`src/rtl/ex_stage_pkg.sv`:
```
// Shared encodings for the execute stage: ALU ops, memory/control ops,
// exception codes and the active-low enable levels.
package ex_stage_pkg;

  localparam logic [3:0] ALU_OP_NOP  = 4'd0;
  localparam logic [3:0] ALU_OP_AND  = 4'd1;
  localparam logic [3:0] ALU_OP_OR   = 4'd2;
  localparam logic [3:0] ALU_OP_XOR  = 4'd3;
  localparam logic [3:0] ALU_OP_ADDS = 4'd4;
  localparam logic [3:0] ALU_OP_ADDU = 4'd5;
  localparam logic [3:0] ALU_OP_SUBS = 4'd6;
  localparam logic [3:0] ALU_OP_SUBU = 4'd7;
  localparam logic [3:0] ALU_OP_SHRL = 4'd8;
  localparam logic [3:0] ALU_OP_SHLL = 4'd9;

  localparam logic [1:0] MEM_OP_NOP = 2'd0;
  localparam logic [1:0] MEM_OP_LDW = 2'd1;
  localparam logic [1:0] MEM_OP_STW = 2'd2;

  localparam logic [1:0] CTRL_OP_NOP  = 2'd0;
  localparam logic [1:0] CTRL_OP_WRCR = 2'd1;
  localparam logic [1:0] CTRL_OP_EXRT = 2'd2;

  localparam logic [2:0] ISA_EXP_NO_EXP     = 3'd0;
  localparam logic [2:0] ISA_EXP_EXT_INT    = 3'd1;
  localparam logic [2:0] ISA_EXP_UNDEF_INSN = 3'd2;
  localparam logic [2:0] ISA_EXP_OVERFLOW   = 3'd3;
  localparam logic [2:0] ISA_EXP_MISS_ALIGN = 3'd4;
  localparam logic [2:0] ISA_EXP_TRAP       = 3'd5;
  localparam logic [2:0] ISA_EXP_PRV_VIO    = 3'd6;

  localparam logic ENABLE_  = 1'b0;
  localparam logic DISABLE_ = 1'b1;

endpackage

```
`src/rtl/ex_stage_alu.sv`:
```
// Combinational ALU with signed-overflow detection for ADDS/SUBS only.
module ex_stage_alu
  import ex_stage_pkg::*;
#(
  parameter int DATA_W = 32
) (
  input  logic [3:0]        op_i,
  input  logic [DATA_W-1:0] in_0_i,
  input  logic [DATA_W-1:0] in_1_i,
  output logic [DATA_W-1:0] out_o,
  output logic              overflow_o
);

  localparam int SHAMT_W = $clog2(DATA_W);
  localparam int MSB     = DATA_W - 1;

  logic [SHAMT_W-1:0] shamt;
  assign shamt = in_1_i[SHAMT_W-1:0];

  always_comb begin
    out_o = '0;
    unique case (op_i)
      ALU_OP_NOP:                out_o = in_0_i;
      ALU_OP_AND:                out_o = in_0_i & in_1_i;
      ALU_OP_OR:                 out_o = in_0_i | in_1_i;
      ALU_OP_XOR:                out_o = in_0_i ^ in_1_i;
      ALU_OP_ADDS, ALU_OP_ADDU:  out_o = in_0_i + in_1_i;
      ALU_OP_SUBS, ALU_OP_SUBU:  out_o = in_0_i - in_1_i;
      ALU_OP_SHRL:               out_o = in_0_i >> shamt;
      ALU_OP_SHLL:               out_o = in_0_i << shamt;
      default:                   out_o = '0;
    endcase
  end

  // Overflow is judged on sign bits only; unsigned variants never trap.
  always_comb begin
    overflow_o = 1'b0;
    if (op_i == ALU_OP_ADDS) begin
      overflow_o = (in_0_i[MSB] == in_1_i[MSB]) && (out_o[MSB] != in_0_i[MSB]);
    end else if (op_i == ALU_OP_SUBS) begin
      overflow_o = (in_0_i[MSB] != in_1_i[MSB]) && (out_o[MSB] != in_0_i[MSB]);
    end
  end

endmodule

```
`src/rtl/ex_stage_ex_reg.sv`:
```
// EX/MEM pipeline register: resolves the exception code and squashes side
// effects (memory, control, GPR write) of excepting or invalid entries.
module ex_stage_ex_reg
  import ex_stage_pkg::*;
#(
  parameter int DATA_W = 32,
  parameter int PC_W   = 30,
  parameter int REG_AW = 5
) (
  input  logic              clk_i,
  input  logic              reset_i,
  input  logic              stall_i,
  input  logic              flush_i,
  input  logic              int_detect_i,
  input  logic [DATA_W-1:0] alu_out_i,
  input  logic              overflow_i,
  input  logic [PC_W-1:0]   id_pc_i,
  input  logic              id_en_i,
  input  logic              id_br_flag_i,
  input  logic [1:0]        id_mem_op_i,
  input  logic [DATA_W-1:0] id_mem_wr_data_i,
  input  logic [1:0]        id_ctrl_op_i,
  input  logic [REG_AW-1:0] id_dst_addr_i,
  input  logic              id_gpr_we_i,
  input  logic [2:0]        id_exp_code_i,
  output logic [PC_W-1:0]   ex_pc_o,
  output logic              ex_en_o,
  output logic              ex_br_flag_o,
  output logic [1:0]        ex_mem_op_o,
  output logic [DATA_W-1:0] ex_mem_wr_data_o,
  output logic [1:0]        ex_ctrl_op_o,
  output logic [REG_AW-1:0] ex_dst_addr_o,
  output logic              ex_gpr_we_o,
  output logic [2:0]        ex_exp_code_o,
  output logic [DATA_W-1:0] ex_out_o
);

  logic [PC_W-1:0]   pc_q, pc_d;
  logic              en_q, en_d;
  logic              br_flag_q, br_flag_d;
  logic [1:0]        mem_op_q, mem_op_d;
  logic [DATA_W-1:0] mem_wr_data_q, mem_wr_data_d;
  logic [1:0]        ctrl_op_q, ctrl_op_d;
  logic [REG_AW-1:0] dst_addr_q, dst_addr_d;
  logic              gpr_we_q, gpr_we_d;
  logic [2:0]        exp_code_q, exp_code_d;
  logic [DATA_W-1:0] out_q, out_d;

  logic [2:0] exp_res;
  logic       squash;

  always_comb begin
    exp_res = ISA_EXP_NO_EXP;
    if (id_en_i) begin
      if (int_detect_i)                         exp_res = ISA_EXP_EXT_INT;
      else if (id_exp_code_i != ISA_EXP_NO_EXP) exp_res = id_exp_code_i;
      else if (overflow_i)                      exp_res = ISA_EXP_OVERFLOW;
    end
  end

  assign squash = !id_en_i || (exp_res != ISA_EXP_NO_EXP);

  // Update order: reset > stall (hold everything) > flush (bubble) > load.
  always_comb begin
    pc_d          = pc_q;
    en_d          = en_q;
    br_flag_d     = br_flag_q;
    mem_op_d      = mem_op_q;
    mem_wr_data_d = mem_wr_data_q;
    ctrl_op_d     = ctrl_op_q;
    dst_addr_d    = dst_addr_q;
    gpr_we_d      = gpr_we_q;
    exp_code_d    = exp_code_q;
    out_d         = out_q;
    if (reset_i || (!stall_i && flush_i)) begin
      pc_d          = '0;
      en_d          = 1'b0;
      br_flag_d     = 1'b0;
      mem_op_d      = MEM_OP_NOP;
      mem_wr_data_d = '0;
      ctrl_op_d     = CTRL_OP_NOP;
      dst_addr_d    = '0;
      gpr_we_d      = DISABLE_;
      exp_code_d    = ISA_EXP_NO_EXP;
      out_d         = '0;
    end else if (!stall_i) begin
      pc_d          = id_pc_i;
      en_d          = id_en_i;
      br_flag_d     = id_br_flag_i;
      mem_wr_data_d = id_mem_wr_data_i;
      dst_addr_d    = id_dst_addr_i;
      out_d         = alu_out_i;
      exp_code_d    = exp_res;
      mem_op_d      = squash ? MEM_OP_NOP  : id_mem_op_i;
      ctrl_op_d     = squash ? CTRL_OP_NOP : id_ctrl_op_i;
      gpr_we_d      = squash ? DISABLE_    : id_gpr_we_i;
    end
  end

  always_ff @(posedge clk_i) begin
    pc_q          <= pc_d;
    en_q          <= en_d;
    br_flag_q     <= br_flag_d;
    mem_op_q      <= mem_op_d;
    mem_wr_data_q <= mem_wr_data_d;
    ctrl_op_q     <= ctrl_op_d;
    dst_addr_q    <= dst_addr_d;
    gpr_we_q      <= gpr_we_d;
    exp_code_q    <= exp_code_d;
    out_q         <= out_d;
  end

  assign ex_pc_o          = pc_q;
  assign ex_en_o          = en_q;
  assign ex_br_flag_o     = br_flag_q;
  assign ex_mem_op_o      = mem_op_q;
  assign ex_mem_wr_data_o = mem_wr_data_q;
  assign ex_ctrl_op_o     = ctrl_op_q;
  assign ex_dst_addr_o    = dst_addr_q;
  assign ex_gpr_we_o      = gpr_we_q;
  assign ex_exp_code_o    = exp_code_q;
  assign ex_out_o         = out_q;

endmodule

```
`src/rtl/ex_stage.sv`:
```
// Execute stage top: ALU result is forwarded to decode combinationally and
// registered into EX/MEM one cycle later.
module ex_stage
  import ex_stage_pkg::*;
#(
  parameter int DATA_W = 32,
  parameter int PC_W   = 30,
  parameter int REG_AW = 5
) (
  input  logic              clk,
  input  logic              reset,
  input  logic              stall,
  input  logic              flush,
  input  logic              int_detect,
  input  logic [PC_W-1:0]   id_pc,
  input  logic              id_en,
  input  logic [3:0]        id_alu_op,
  input  logic [DATA_W-1:0] id_alu_in_0,
  input  logic [DATA_W-1:0] id_alu_in_1,
  input  logic              id_br_flag,
  input  logic [1:0]        id_mem_op,
  input  logic [DATA_W-1:0] id_mem_wr_data,
  input  logic [1:0]        id_ctrl_op,
  input  logic [REG_AW-1:0] id_dst_addr,
  input  logic              id_gpr_we_,
  input  logic [2:0]        id_exp_code,
  output logic [DATA_W-1:0] fwd_data,
  output logic [PC_W-1:0]   ex_pc,
  output logic              ex_en,
  output logic              ex_br_flag,
  output logic [1:0]        ex_mem_op,
  output logic [DATA_W-1:0] ex_mem_wr_data,
  output logic [1:0]        ex_ctrl_op,
  output logic [REG_AW-1:0] ex_dst_addr,
  output logic              ex_gpr_we_,
  output logic [2:0]        ex_exp_code,
  output logic [DATA_W-1:0] ex_out
);

  logic [DATA_W-1:0] alu_out;
  logic              alu_overflow;

  ex_stage_alu #(.DATA_W(DATA_W)) u_alu (
    .op_i       (id_alu_op),
    .in_0_i     (id_alu_in_0),
    .in_1_i     (id_alu_in_1),
    .out_o      (alu_out),
    .overflow_o (alu_overflow)
  );

  assign fwd_data = alu_out;

  ex_stage_ex_reg #(.DATA_W(DATA_W), .PC_W(PC_W), .REG_AW(REG_AW)) u_ex_reg (
    .clk_i            (clk),
    .reset_i          (reset),
    .stall_i          (stall),
    .flush_i          (flush),
    .int_detect_i     (int_detect),
    .alu_out_i        (alu_out),
    .overflow_i       (alu_overflow),
    .id_pc_i          (id_pc),
    .id_en_i          (id_en),
    .id_br_flag_i     (id_br_flag),
    .id_mem_op_i      (id_mem_op),
    .id_mem_wr_data_i (id_mem_wr_data),
    .id_ctrl_op_i     (id_ctrl_op),
    .id_dst_addr_i    (id_dst_addr),
    .id_gpr_we_i      (id_gpr_we_),
    .id_exp_code_i    (id_exp_code),
    .ex_pc_o          (ex_pc),
    .ex_en_o          (ex_en),
    .ex_br_flag_o     (ex_br_flag),
    .ex_mem_op_o      (ex_mem_op),
    .ex_mem_wr_data_o (ex_mem_wr_data),
    .ex_ctrl_op_o     (ex_ctrl_op),
    .ex_dst_addr_o    (ex_dst_addr),
    .ex_gpr_we_o      (ex_gpr_we_),
    .ex_exp_code_o    (ex_exp_code),
    .ex_out_o         (ex_out)
  );

endmodule

```
`config.mk`:
```
export PLATFORM = sky130hd
export DESIGN_NAME = ex_stage
export DESIGN_NICKNAME = d
export VERILOG_FILES = /design/src/rtl/ex_stage_pkg.sv /design/src/rtl/ex_stage_alu.sv /design/src/rtl/ex_stage_ex_reg.sv /design/src/rtl/ex_stage.sv
export SDC_FILE = /design/constraint.sdc
export NUM_CORES = 1
export LEC_CHECK = 0
export CORE_MARGIN = 4
export CORE_UTILIZATION = 45
export CTS_CLUSTER_SIZE = 25
export DETAILED_ROUTE_END_ITERATION = 12
export PLACE_DENSITY = 0.86
export SYNTH_ARGS = -nofsm -noshare
export SYNTH_HDL_FRONTEND = slang
export SYNTH_SLANG_ARGS = --single-unit
```
`constraint.sdc`:
```
create_clock -name clk -period 6.6 [get_ports clk]
set_input_delay 0.99 -clock clk [delete_from_list [all_inputs] [get_ports clk]]
set_output_delay 0.99 -clock clk [all_outputs]
set_load 0.03 [all_outputs]
```
==> out/metrics.cfg <==
[floorplanning]
dieArea_um2 = 29000
pin_count = 291
coreArea_um2 = 26000
start_util = 0.456
rows = 59
chipHeight_um = 170
die_x_um = 170

[clock_tree]
htree_levels = 3
hold_buffers = 0
numCtsBuffers = 9
clk_latency_ns = 0.35
cts_num_sinks = 109
cts_tree = built
cts_root_buf = clkbuf_16
path_clk_slew_ns = 0.08
cts_buffer_depth = 2

[critical_path]
critPathMaxStageDelay_ns = 0.62
critPathKind = primary input to primary output
worstPathRequired_ns = 5.61
cp_max_fo = 9
cp_cell_sequence = clkdlybuf4s50_1 -> or4_1 -> nor3_1 -> and2_1 -> nand2_1 -> or2_2 -> o31ai_1 -> xnor2_1 -> ha_1 -> a21oi_1 -> o21bai_1 -> a21oi_1 -> nor2_1 -> or4b_1 -> o2111a_1 -> o21ai_2 -> buf_12
slowest_stage = or4_1
startpoint_type = primary input
critPathBufInv = 2
cp-end-kind = primary output
reg2regPathDepth = 2
r2r-start = u_ex_reg.ex_gpr_we_o
cp_top_family = simple AND/OR/NAND/NOR gates
worstPathArrival_ns = 5.40
r2r_slack_ns = 5.76
r2r-end = u_ex_reg.ex_gpr_we_o
crit_top_cell = a21oi_1

[routing]
first_pass_iters = 6
ant_nets = 0
wl_per_cell_um = 24.3
via_per_inst = 6.50
wl_mm = 49.2
drc = 0
num_vias = 13200
drt_iter0_drc = 1670

[global_routing]
grt_pass1_vias = 12800
grt_pass1_wl_mm = 75.2
grtUsageTotal = 0.325
grt_max_degree = 67
grt_overflow_total = 0
antenna_found_initial = 1

[synth]
syn-cell-area_um2 = 11800
synth_top_family_by_area = compound AO/OA/AOI/OAI gates
synth_cell_types = 88
synth_mux_area_frac = 0.216
synth_edf_count = 0
synth_adder_area_share = 0.104
synth_top_area_cell = dfxtp_1
synth-main-ff-cell = dfxtp_1
synthXorXnorAreaFrac = 0.0363
synth_most_common_cell = nor2_1
synthesis.nets = 1672
yosysWarningCount = 0
netlist.area_leader.share = 0.184
syn_avg_cell_area_um2 = 8.32
async_flop_share = 0
synth_commonest_cells = 174 x nor2_1, 111 x mux2i_1, 109 x dfxtp_1
ys_top_cells_by_area = dfxtp_1 18%, mux4_2 11%, ha_1 10%
yosysSeqAreaShare = 0.184
ys_ff_latch = 109
synth-simple-area-share = 0.161
synth_compound_area_frac = 0.234
synth_cells = 1424

[place]
place_area_um2 = 15300
hpwlAfterDp_mm = 38.2
dp_worst_setup_slack_ns = 0.126
numPortBuffers = 290
place.gp.congestion = 1.06

[final_layout]
fillerInstances = 2258
final_area_um2 = 15600
drive_gt1_frac = 0.127
fin_nets = 1932
synthToLayoutAreaGrowth_pct = 32.1

[min_path]
hold_end = u_ex_reg.ex_out_o[11]
min_path_cells = 2
holdCritStartpoint = u_ex_reg.ex_out_o[11]
min_path_type = register to register

[timing]
period_needed_ns = 6.39
fin_crit_sh = 0.967
tns_ns = 0
finClkSkew_ns = 0
relSlewSlack = 0.283
worstMarginPinSlew_ns = 1.07
rsz0062_at_grt = false
max_freq_ghz = 0.157
timing.hold.ws_ns = 0.467
slew_violations = 0
setup_slack_ns = 0.215
setup_viol = 0
finalHoldViolCount = 0

[power]
leakagePower_nw = 6.57
power_w = 0.00256
peakVddDrop_uv = 154
powerDensity_nw_per_um2 = 164

[outcome]
outcome = finished clean

[job]
cap_violations = 0

[area by class of cell]
class,count,area (um2),area share
diodes,1,2.50,0.000160
clock buffers,9,225,0.0144
clock inverters,7,77.6,0.00496
inverters,86,323,0.0206
multi-input cells,1123,8980,0.574
flip-flops and latches,109,2180,0.139
well taps,335,419,0.0268
repair buffers,355,3440,0.220
[registers in the layout, indices dropped and copies added (netlist names)]
name,flops
u_ex_reg.ex_mem_op_o,2
u_ex_reg.ex_mem_wr_data_o,32
u_ex_reg.ex_out_o,32
u_ex_reg.ex_dst_addr_o,5
u_ex_reg.ex_gpr_we_o,1
u_ex_reg.ex_pc_o,30
u_ex_reg.ex_ctrl_op_o,2
u_ex_reg.ex_br_flag_o,1
u_ex_reg.ex_en_o,1
u_ex_reg.ex_exp_code_o,3
[tightest hold or removal path: stages (launching register included)]
cell and delay (ns):
dfxtp_1 0.32, nand2_1 0.06, a21oi_1 0.05
[worst max-delay path by stage]
stage | startpoint | to | slack, ns | depth (start not counted)
global placement | id_alu_in_1[9] | fwd_data[27] | 0.19 | 18
floorplan | id_alu_in_1[1] | fwd_data[31] | 0.37 | 19
global route | id_alu_in_1[9] | fwd_data[27] | 0.01 | 18
detailed placement | id_alu_in_1[9] | fwd_data[27] | 0.13 | 18
finish | id_alu_in_1[9] | fwd_data[31] | 0.21 | 17
CTS | id_alu_in_1[9] | fwd_data[27] | 0.13 | 18
[kinds of logic after synthesis]
family,count (synthesis)
multiplexers,181
AND/OR/NAND/NOR,401
XOR/XNOR,47
buffers and inverters,192
AO/OA/AOI/OAI,396
adder cells (fa/ha/maj),98
flip-flops,109
[per-layer routing]
metal	share of wire	GRT usage
met4	0.056	0.153
met2	0.48	0.529
met5	0	0
met1	0.37	0.408
met3	0.099	0.0760
[where the power goes]
| part | internal (W) | switching (W) | total, W |
|---|---|---|---|
| registers | 0.000692 | 0.0000192 | 0.000711 |
| clock network | 0.000270 | 0.000279 | 0.000550 |
| logic | 0.000545 | 0.000756 | 0.00130 |
| total | 0.00151 | 0.00106 | 0.00256 |
[cells in the final DEF, fill, tap and decap left out, drive strengths merged, types with 7 or more instances in the layout]
cell / n
clkdlybuf4s50: 257
nor2: 174
mux2i: 111
dfxtp: 109
ha: 97
buf: 97
inv: 89
a21oi: 83
o21ai: 78
nand2: 75
mux4: 59
nor3: 39
xnor2: 38
nand3: 25
o211ai: 19
a21o: 19
a211oi: 18
o31ai: 16
a222oi: 16
o22ai: 15
a31oi: 15
nand2b: 13
a221oi: 12
mux2: 11
nand4: 10
o211a: 10
o21ba: 10
and2: 9
or3: 9
o221ai: 9
xor2: 9
clkbuf: 9
a22oi: 8
and3: 7
o21bai: 7
or4: 7
o311ai: 7
[what timing repair did]
action,4_1_cts,5_1_grt
gates resized for setup,0,9
setup endpoints to repair,0,3
buffers inserted,0,0
[through the flow]
| step | util | instances |
|---|---|---|
| floorplan | - | 1424 |
| global placement | 0.589 | 2008 |
| detailed placement | 0.589 | 2008 |
| CTS | 0.601 | 2024 |
| global route | 0.602 | 2025 |
| finish | 0.602 | 2025 |
Note: power is estimated with default switching activity, not from simulation.
